File: src/rtl/stream_serializer.sv
`default_nettype none
// ============================================================================
//  Module      : stream_serializer
//  Description : Width down-converter. Pops one wide word (width_p*ratio_p
//                bits) from an upstream ready/valid source and replays it as
//                len+1 narrow beats of width_p bits, least-significant slice
//                first, on a ready/valid output. The last beat of a word and
//                the first beat of the next leave on consecutive cycles.
//
//  Ports       : clk_i      - clock
//                reset_ni   - asynchronous active-low reset
//                data_i     - input word, beat k = data_i[k*width_p +: width_p]
//                len_i      - beats in word minus one (clamped to ratio_p-1)
//                valid_i    - input word valid
//                ready_o    - block can accept a word this cycle
//                data_o     - current output beat
//                last_o     - current beat is the final beat of its word
//                valid_o    - output beat valid
//                ready_i    - downstream accepts the beat
//
//  Revision    : 1.0 - initial release
// ============================================================================
module stream_serializer #(
    parameter int width_p = 8,
    parameter int ratio_p = 4
) (
    input  logic                         clk_i,
    input  logic                         reset_ni,
    input  logic [width_p*ratio_p-1:0]   data_i,
    input  logic [$clog2(ratio_p)-1:0]   len_i,
    input  logic                         valid_i,
    output logic                         ready_o,
    output logic [width_p-1:0]           data_o,
    output logic                         last_o,
    output logic                         valid_o,
    input  logic                         ready_i
);

    localparam int c_LEN_W  = $clog2(ratio_p);
    localparam int c_WORD_W = width_p * ratio_p;

    localparam logic [c_LEN_W-1:0] c_LEN_MAX = c_LEN_W'(ratio_p - 1);

    // Two-state machine, the state register doubles as the occupancy flag.
    localparam logic [0:0] c_EMPTY = 1'b0;
    localparam logic [0:0] c_HOLD  = 1'b1;

    logic [c_WORD_W-1:0] r_word;
    logic [c_LEN_W-1:0]  r_beat;
    logic [c_LEN_W-1:0]  r_len;
    logic [0:0]          r_full;

    logic                w_last;
    logic                w_in_acc;
    logic                w_out_acc;
    logic [c_LEN_W-1:0]  w_len_clamped;

    // When ratio_p is not a power of two the length field can encode more
    // beats than a word holds; those lengths saturate to the full word.
    always_comb begin
        w_len_clamped = len_i;
        if (len_i > c_LEN_MAX) begin
            w_len_clamped = c_LEN_MAX;
        end
    end

    assign w_last    = (r_full == c_HOLD) && (r_beat == r_len);
    assign valid_o   = (r_full == c_HOLD);
    assign last_o    = w_last;
    // Accept a new word either when idle or while the final beat of the
    // current word is being taken, which keeps the output stream gap-free.
    assign ready_o   = (r_full == c_EMPTY) || (ready_i && w_last);
    assign w_in_acc  = valid_i && ready_o;
    assign w_out_acc = valid_o && ready_i;

    assign data_o    = r_word[int'(r_beat)*width_p +: width_p];

    always_ff @(posedge clk_i or negedge reset_ni) begin
        if (!reset_ni) begin
            r_word <= '0;
            r_beat <= '0;
            r_len  <= '0;
            r_full <= c_EMPTY;
        end else if (w_in_acc) begin
            // A load wins over the last-beat pop; the counter restarts at 0.
            r_word <= data_i;
            r_len  <= w_len_clamped;
            r_beat <= '0;
            r_full <= c_HOLD;
        end else if (w_out_acc) begin
            if (w_last) begin
                r_full <= c_EMPTY;
                r_beat <= '0;
            end else begin
                r_beat <= r_beat + 1'b1;
            end
        end
    end

endmodule
`default_nettype wire

File: config.mk
export PLATFORM = sky130hd
export DESIGN_NAME = stream_serializer
export DESIGN_NICKNAME = d
export VERILOG_FILES = /design/src/rtl/stream_serializer.sv
export SDC_FILE = /design/constraint.sdc
export NUM_CORES = 1
export LEC_CHECK = 0
export CELL_PAD_IN_SITES_DETAIL_PLACEMENT = 0
export CELL_PAD_IN_SITES_GLOBAL_PLACEMENT = 2
export CORE_UTILIZATION = 34
export CTS_CLUSTER_SIZE = 28
export DETAILED_ROUTE_END_ITERATION = 8
export PLACE_DENSITY_LB_ADDON = 0.08
export SLEW_MARGIN = 20
export SYNTH_ARGS = -nofsm -noshare
export SYNTH_HDL_FRONTEND = slang
export SYNTH_SLANG_ARGS = --single-unit
export TNS_END_PERCENT = 50
File: constraint.sdc
create_clock -name clk_i -period 3.95 [get_ports clk_i]
set_input_delay 0.79 -clock clk_i [delete_from_list [all_inputs] [get_ports clk_i]]
set_output_delay 0.79 -clock clk_i [all_outputs]
set_load 0.005 [all_outputs]
==> reports/metrics.yaml, run 1 <==
yosys:
  yosysWarnings: 0
  synth_compound_gate_area_share_pct: 4.72
  synth_fa_ha_area_share_pct: 0
  synth_top_family_by_area: "multiplexers"
  ys_ff_latch: 37
  synth.distinct_cells: 24
  synth_xor_area_share_pct: 1.45
  synth_simple_gate_area_share_pct: 5.45
  syn_nets: 155
  netlist.top_cell.by_area: "dfrtp_1"
  synth.area.top_cells: "dfrtp_1 54%, mux2_2 16%, mux4_2 10%, mux2_1 4.6%, buf_6 2.0%"
  syn-cell-area_sq_um: 1720
  syn_inst: 117
  avgSynthCellArea_sq_um: 14.7
  yosysTopAreaCellShare_pct: 53.8
  seq_area_frac_synth_pct: 53.8
  synth_mux_area_share_pct: 31.4
placed_design:
  hpwl_um: 2410
  pre_cts_ws_ps: 927
  place_area_sq_um: 2250
  io_buffers: 48
  gp_congestion: 0.737
  dp_cells: 228
power:
  p_per_area_nw_per_um2: 792
  p_leak_uw: 0.000940
  ir_drop_mv: 0.356
floorplan:
  fp.dieW_um: 73.2
  core-area_sq_um: 4790
  die_height_um: 73.2
  ios: 49
  die_area_sq_um: 5350
  initial_core_util_pct: 36.0
  rows: 25
timing:
  worst_slack_ps: 932
  fin_crit_sh_pct: 76.4
  grt_setup_unrepaired: "no"
  hold_viol_final: 0
  fin_skew_ps: 7.34
  setup_viol_count_final: 0
  maxSlewHeadroom_pct: 46.3
  drv_slew: 0
  min_period_ps: 3020
  worst_pin_slew_ps: 805
  setup_tns_ps: 0
  fmax_mhz: 331
setup_path:
  cp_slowest_stage_delay_ps: 550
  critPathMostFrequentCell: "clkdlybuf4s50_1"
  reg2reg_from: "r_beat[1]$_DFFE_PN0P_"
  critPathTopFamily: "buffers and inverters"
  timing.rr.end: "r_word[7]$_DFFE_PN0N_"
  crit_buf_inv: 2
  worstSetupPathType: "in2out"
  rrSetupSlack_ps: 1470
  critPathLaunchType: "primary input"
  arrival_ps: 2230
  r2r_cells: 5
  crit_required_ps: 3160
  critPathMaxFanout: 5
  crit_slowest_cell: "clkdlybuf4s50_1"
  cp-end-kind: "output pin"
  worstPathCellList: "clkdlybuf4s50_1 -> nand2_1 -> o21ai_0 -> clkdlybuf4s50_1"
finish:
  antenna_cells: 0
  n_fill_cell: 435
  final_nets: 206
  layout-area-overhead-vs-synth_pct: 37.1
  drive_gt1_share_pct: 26.6
  final_cells: 236
  design_area_sq_um: 2360
clock_tree:
  clk-insertion-delay-late_ps: 290
  cts_made_buffers: 5
  cts_tree: "built"
  cts_setup_buffers: 0
  clk_pin_slew_worst_paths_ps: 70
  hold_buffers: 0
  clock-root-buffer: "clkbuf_8"
  post_cts_resize_count: 0
  cts_sinks: 37
  cts_max_level: 2
  clock_path_buffers: 2
global_routing:
  first_global_vias: 1270
  grt_max_degree: 38
  globalRouteOverflowTotal: 0
  grt_pass1_wl_um: 5910
  antenna_found_initial: 0
  grt_util_all_layers_pct: 15.1
min_path:
  hold-path-cell-count: 1
  min_path_type: "reg2reg"
  hp-start: "r_word[29]$_DFFE_PN0N_"
  hold_end: "r_word[29]$_DFFE_PN0N_"
job:
  cap_violations: 0
drt:
  ant_nets: 0
  wl_per_cell_um: 14.2
  num_vias: 1140
  drt-initial-drc-count: 32
  drc: 0
  viasPerCell: 4.83
  drt-pass1-iter-count: 4
  routed_wl_um: 3350
outcome:
  status: "complete, no violations"
[worst reg2reg max path, delay by kind of cell, from the launching register on]
kind,cells,cell delay [ps]
DFF,1,770
AOI/OAI and AO/OA,1,420
muxes,1,390
buffers and inverters,1,360
xor gates and xnor gates,1,300
and+or+nand+nor,1,120
[power by group]
part	leakage (uW)	switching (uW)	total (uW)	internal, uW
sequential	0.000437	136	709	573
clock	0.0000554	131	320	189
combinational	0.000448	283	838	556
total	0.000940	550	1870	1320
[flip-flops by register name, summed over array words and instances (netlist names)]
register  count
r_beat        2
valid_o       1
r_len         2
r_word       32
[cell families (layout without fill, tap and decap cells)]
logic type | count (synthesis) | in the layout
mux | 40 | 40
flops | 37 | 37
simple gates | 19 | 19
compound gates | 11 | 11
buf+inv | 8 | 60
xor+xnor | 2 | 2
[final cells by class]
type / instances / area, sq um / area share [%]
well taps: 67 / 83.8 / 3.55
repair buffers: 50 / 490 / 20.8
flip-flops and latches: 37 / 926 / 39.2
multi-input cells: 72 / 741 / 31.4
clock buffers: 6 / 72.6 / 3.08
inverters: 2 / 7.51 / 0.318
clock inverters: 2 / 38.8 / 1.64
[cells in the mapped netlist]
| library cell | instances |
|---|---|
| a21oi_1 | 1 |
| a21oi_4 | 1 |
| a311oi_1 | 1 |
| and2_1 | 1 |
| buf_2 | 2 |
| buf_6 | 3 |
| clkbuf_1 | 1 |
| dfrtp_1 | 37 |
| inv_1 | 2 |
| mux2_1 | 7 |
| mux2_2 | 25 |
| mux4_2 | 8 |
| nand2_1 | 5 |
| nand2b_1 | 2 |
| nand3_1 | 4 |
| nand4_1 | 1 |
| nor2_1 | 3 |
| nor2b_1 | 3 |
| o211ai_1 | 2 |
| o21ai_0 | 3 |
| o22ai_1 | 1 |
| o31ai_1 | 2 |
| xnor2_1 | 1 |
| xor2_2 | 1 |
[layout by cell type, fill, tap and decap left out, types with 2 or more instances in the layout]
cell              n
o211ai_1          2
nor2_1            3
inv_1             2
clkbuf_8          5
nor2b_1           3
nand2_1           5
o31ai_1           2
mux2_1            7
buf_4             2
clkdlybuf4s50_1  47
o21ai_0           3
dfrtp_1          37
nand2b_1          2
mux4_2            8
mux2_2           25
nand3_1           4
[per-stage QoR]
step	hold slack, ps	power (uW)	utilization (%)
finish	487	1870	49.3
global route	524	2010	49.3
CTS	495	1900	49.3
detailed placement	477	1570	47.0
global placement	468	1540	47.0
floorplan	459	1240	-
[routing by layer]
layer	vias up	track usage, %	part of all wire, %
li1	528	-	-
met3	7	6.35	6.4
met5	-	0	0
met2	31	24.5	50
met4	0	4.79	1.2
met1	574	18.0	42
[worst max path at each step]
stage / slack [ps] / endpoint / from / depth (start not counted)
global route: 800 / ready_o / ready_i / 4
CTS: 920 / ready_o / ready_i / 4
floorplan: 1930 / data_o[0] / r_beat[0]$_DFFE_PN0P_ / 3
detailed placement: 930 / ready_o / ready_i / 4
finish: 930 / ready_o / ready_i / 4
global placement: 960 / ready_o / ready_i / 4
(Power assumes the default switching activity.)
==> run 2, diff against run 1 <==
--- a/config.mk
+++ b/config.mk
@@ -7,7 +7,7 @@
 export LEC_CHECK = 0
 export CELL_PAD_IN_SITES_DETAIL_PLACEMENT = 0
 export CELL_PAD_IN_SITES_GLOBAL_PLACEMENT = 2
-export CORE_UTILIZATION = 34
+export CORE_UTILIZATION = 31
 export CTS_CLUSTER_SIZE = 28
 export DETAILED_ROUTE_END_ITERATION = 8
 export PLACE_DENSITY_LB_ADDON = 0.08
==> constraint.sdc (replaced) <==
create_clock -name clk_i -period 2.97 [get_ports clk_i]
set_input_delay 0.594 -clock clk_i [delete_from_list [all_inputs] [get_ports clk_i]]
set_output_delay 0.594 -clock clk_i [all_outputs]
set_load 0.005 [all_outputs]
==> run 2 against run 1 <==
Setup slack lost 670 ps; flip-flop and latch count is the same; sequential share of layout area shrank 0.67 points; clock power grew 60%; power grew 39%; wire length grew 6.7%; global-route usage shrank 1.1 points; critical path type is now reg2out; critical endpoint unchanged; highest routed layer unchanged.
==> reports/metrics.yaml, run 2 (synthesis gave the netlist of run 1 again) <==
clock_tree:
  cts_made_buffers: 5
  clk_pin_slew_worst_paths_ps: 70
  cts_setup_buffers: 0
  clk-insertion-delay-late_ps: 290
  post_cts_resize_count: 0
  hold_buffers: 0
  cts_tree: "built"
  clock_path_buffers: 2
  cts_max_level: 2
  cts_sinks: 37
  clock-root-buffer: "clkbuf_8"
floorplan:
  die_area_sq_um: 5860
  fp.dieW_um: 76.5
  die_height_um: 76.5
  initial_core_util_pct: 32.9
  ios: 49
  core-area_sq_um: 5240
  rows: 26
finish:
  layout-area-overhead-vs-synth_pct: 39.5
  reg_top3: "r_word x32, r_beat x2, r_len x2"
  final_nets: 208
  largest_reg_flops: 32
  drive_gt1_share_pct: 28.1
  top_register: "r_word"
  final_cell_mix: "47 x clkdlybuf4s50_1, 37 x dfrtp_1, 25 x mux2_2"
  final_common_cell: "clkdlybuf4s50_1"
  antenna_cells: 0
  design_area_sq_um: 2400
power:
  p_leak_uw: 0.000963
  ir_drop_mv: 0.387
  power.total_uw: 2590
  p_per_area_nw_per_um2: 1080
drt:
  num_vias: 1137
  drt-initial-drc-count: 46
  drt-pass1-iter-count: 4
  viasPerCell: 4.72
  wl_per_cell_um: 14.8
  drc: 0
  routed_wl_um: 3570
  ant_nets: 0
timing:
  fin_crit_sh_pct: 91.1
  grt_setup_unrepaired: "no"
  setup_viol_count_final: 0
  fin_skew_ps: 5.11
  drv_slew: 0
  holdWs_ps: 395
  setup_tns_ps: 0
  min_period_ps: 2710
  maxSlewHeadroom_pct: 45.2
  fmax_mhz: 370
  worst_pin_slew_ps: 822
  hold_viol_final: 0
global_routing:
  grt-busiest-layer: "met2"
  use_met3_pct: 5.03
  grt_max_degree: 38
  grt.met1_usage_pct: 16.0
  first_global_vias: 1248
  grt_util_all_layers_pct: 13.9
  globalRouteOverflowTotal: 0
  grt_pass1_wl_um: 6170
  grt_use_met2_pct: 23.3
  antenna_found_initial: 0
placed_design:
  gp_congestion: 0.785
  io_buffers: 48
  place_area_sq_um: 2270
  hpwl_um: 2550
setup_path:
  cp-end-kind: "output pin"
  arrival_ps: 2110
  timing.rr.end: "r_word[11]$_DFFE_PN0N_"
  rrSetupSlack_ps: 1020
  worstSetupPathType: "reg2out"
  r2r_cells: 5
  critPathLaunchType: "flip-flop"
  critPathMaxFanout: 7
  crit_required_ps: 2380
  reg2reg_from: "r_beat[1]$_DFFE_PN0P_"
min_path:
  min_path_type: "in2async"
outcome:
  status: "complete, no violations"
job:
  cap_violations: 0
==> run 2: changes by cell type in the layout (fill, tap and decap cells not counted) <==
cell       previous run  this run
clkinv_2              0         1
clkinv_4              1         0
clkbuf_1              1         0
bufinv_16             1         2
buf_4                 2         4
==> run 2: area by class of cell <==
cell class | instances | area, sq um
Fill cell | 496 | 2840
Clock inverter | 3 | 65.1
Inverter | 2 | 7.51
Tap cell | 70 | 87.6
Timing Repair Buffer | 52 | 505
Multi-Input combinational cell | 72 | 741
Clock buffer | 5 | 68.8
Sequential cell | 37 | 926
==> run 2: how the worst max path moves through the flow <==
stage,from,endpoint,slack [ps],depth (start not counted)
2_1_floorplan,r_beat[0]$_DFFE_PN0P_,data_o[0],1150,3
3_3_place_gp,ready_i,ready_o,350,4
3_5_place_dp,ready_i,ready_o,330,4
4_1_cts,r_beat[0]$_DFFE_PN0P_,ready_o,230,4
5_1_grt,r_beat[0]$_DFFE_PN0P_,ready_o,100,4
6_report,r_beat[0]$_DFFE_PN0P_,ready_o,260,4
==> run 2: where the power goes <==
group          internal, uW  total (uW)  switching, uW
Combinational           753        1140            388
Clock                   334         511            178
Sequential              762         936            174
Total                  1850        2590            740
==> run 2: worst max-delay path: stages, from the launching register on <==
cell,delay [ps]
dfrtp_1,500
xnor2_1,380
nand2_1,160
o21ai_0,240
clkdlybuf4s50_1,550
==> run 2: metrics by stage <==
stage | cells | setup WS, ps | util [%]
6_report | 241 | 264 | 45.8
5_1_grt | 241 | 103 | 45.8
4_1_cts | 241 | 229 | 45.8
3_5_place_dp | 233 | 333 | 43.3
3_3_place_gp | 233 | 347 | 43.3
2_1_floorplan | 117 | 1150 | -
==> run 2: layer usage <==
| metal | up-vias | routed length, um |
|---|---|---|
| li1 | 536 | - |
| met1 | 561 | 1480 |
| met2 | 34 | 1840 |
| met3 | 6 | 206 |
| met4 | 0 | 54 |
| met5 | - | 0 |
==> run 3, diff against run 2 <==
--- a/config.mk
+++ b/config.mk
@@ -5,6 +5,7 @@
 export SDC_FILE = /design/constraint.sdc
 export NUM_CORES = 1
 export LEC_CHECK = 0
+export CAP_MARGIN = 30
 export CELL_PAD_IN_SITES_DETAIL_PLACEMENT = 0
 export CELL_PAD_IN_SITES_GLOBAL_PLACEMENT = 2
 export CORE_UTILIZATION = 31
==> run 3 against run 2 <==
Combinational power hardly changed; sequential share of layout area decreased by 0.44 points; design area rose by 1.1%; clock skew decreased by 0.54 ps; die area is the same; first-iteration DRC count down 24%; fmax decreased by 0.65%; sequential power is essentially flat; non-clock buffer count up 1; final cell count rose by 0.41%; register-to-register slack is essentially flat; critical path type unchanged; largest cell class unchanged.
==> reports/metrics.yaml, run 3 (synthesis gave the netlist of run 1 again) <==
timing:
  worst_slack_ps: 247
  drv_slew: 0
  fin_crit_sh_pct: 91.7
  fmax_mhz: 367
  grt_setup_unrepaired: "no"
  setup_tns_ps: 0
  worst_pin_slew_ps: 448
  fin_skew_ps: 4.56
  setup_viol_count_final: 0
  maxSlewHeadroom_pct: 70.1
  hold_viol_final: 0
  min_period_ps: 2720
clock_tree:
  hold_buffers: 0
  clk_pin_slew_worst_paths_ps: 70
  cts_sinks: 37
  cts_setup_buffers: 0
  post_cts_resize_count: 0
  clk-insertion-delay-late_ps: 290
  clock-root-buffer: "clkbuf_8"
  clock_path_buffers: 2
  cts_max_level: 2
  cts_made_buffers: 5
  cts_tree: "built"
setup_path:
  arrival_ps: 2130
  cp-end-kind: "output pin"
  critPathLaunchType: "flip-flop"
  critPathMaxFanout: 7
  worstSetupPathType: "reg2out"
  crit_required_ps: 2380
floorplan:
  ios: 49
  initial_core_util_pct: 32.9
  fp.dieW_um: 76.5
  rows: 26
  core-area_sq_um: 5240
  die_area_sq_um: 5860
  die_height_um: 76.5
drt:
  ant_nets: 0
  drt-pass1-iter-count: 4
  num_vias: 1158
  routed_wl_um: 3620
  drc: 0
  viasPerCell: 4.79
  wl_per_cell_um: 15.0
  drt-initial-drc-count: 35
global_routing:
  grt.met1_usage_pct: 16.0
  grt_pass1_wl_um: 6170
  grt_max_degree: 38
  globalRouteOverflowTotal: 0
  grt_util_all_layers_pct: 13.9
  antenna_found_initial: 0
  grt-busiest-layer: "met2"
  use_met3_pct: 5.03
  first_global_vias: 1248
  grt_use_met2_pct: 23.3
placed_design:
  io_buffers: 48
  pre_cts_ws_ps: 333
  gp_congestion: 0.785
  hpwl_um: 2550
finish:
  antenna_cells: 0
  final_nets: 209
  largest_reg_flops: 32
  drive_gt1_share_pct: 28.5
  final_common_cell: "clkdlybuf4s50_1"
  multi_input_area_sq_um: 741
  layout-area-overhead-vs-synth_pct: 41.1
  top_register: "r_word"
  n_fill_cell: 495
  ff_latch_area_sq_um: 926
  reg_top3: "r_word x32, r_beat x2, r_len x2"
  final_cell_mix: "47 x clkdlybuf4s50_1, 37 x dfrtp_1, 25 x mux2_2"
min_path:
  min_path_type: "in2async"
power:
  p_per_area_nw_per_um2: 1070
  power.total_uw: 2590
  p_leak_uw: 0.000975
  ir_drop_mv: 0.388
outcome:
  status: "complete, no violations"
job:
  cap_violations: 0
-- run 3: cell count changes in the layout (fill, tap and decap cells not counted), sizes merged --
cell  previous run  this run
buf              5         6
-- run 3: metrics by stage --
stage	instances	util, %	cell area (sq um)	hold WS (ps)
floorplan	117	-	1720	298
global placement	233	43.3	2270	470
detailed placement	233	43.3	2270	483
CTS	241	45.8	2400	434
global route	242	46.4	2430	262
finish	242	46.4	2430	242
-- run 3: critical path, cell delays in order, from the launching register on --
cell and delay, ps:
dfrtp_1 500, xnor2_1 380, nand2_1 160, o21ai_0 250, clkdlybuf4s50_1 550
-- run 3: cell type report --
| class | count | area share [%] |
|---|---|---|
| Inverter | 2 | 0.309 |
| Sequential cell | 37 | 38.1 |
| Multi-Input combinational cell | 72 | 30.5 |
| Clock buffer | 5 | 2.83 |
| Tap cell | 70 | 3.61 |
| Clock inverter | 3 | 2.68 |
| Timing Repair Buffer | 53 | 21.9 |
-- run 3: path summary, 6_finish.rpt --
| check | from | end | depth (start not counted) | slack (ps) |
|---|---|---|---|---|
| min in group clk_i | r_word[3]$_DFFE_PN0N_ | r_word[3]$_DFFE_PN0N_ | 1 | 500 |
| max | r_beat[0]$_DFFE_PN0P_ | ready_o | 4 | 250 |
| min reg2reg | r_word[3]$_DFFE_PN0N_ | r_word[3]$_DFFE_PN0N_ | 1 | 500 |
| min | reset_ni | r_word[11]$_DFFE_PN0N_ | 1 | 240 |
| max reg2reg | r_beat[1]$_DFFE_PN0P_ | r_word[11]$_DFFE_PN0N_ | 5 | 1020 |
| max in group asynchronous | reset_ni | r_word[9]$_DFFE_PN0N_ | 2 | 2280 |
-- run 3: layer usage --
layer	share of wire, %	wire, um
met5	0	0
met4	1.5	55
met3	5.6	203
met2	51	1860
met1	41	1500
-- run 3: where the power goes --
group | switching (uW) | leakage [uW] | internal [uW]
Sequential | 174 | 0.000437 | 762
Combinational | 391 | 0.000470 | 756
Clock | 178 | 0.0000681 | 334
Total | 742 | 0.000975 | 1850
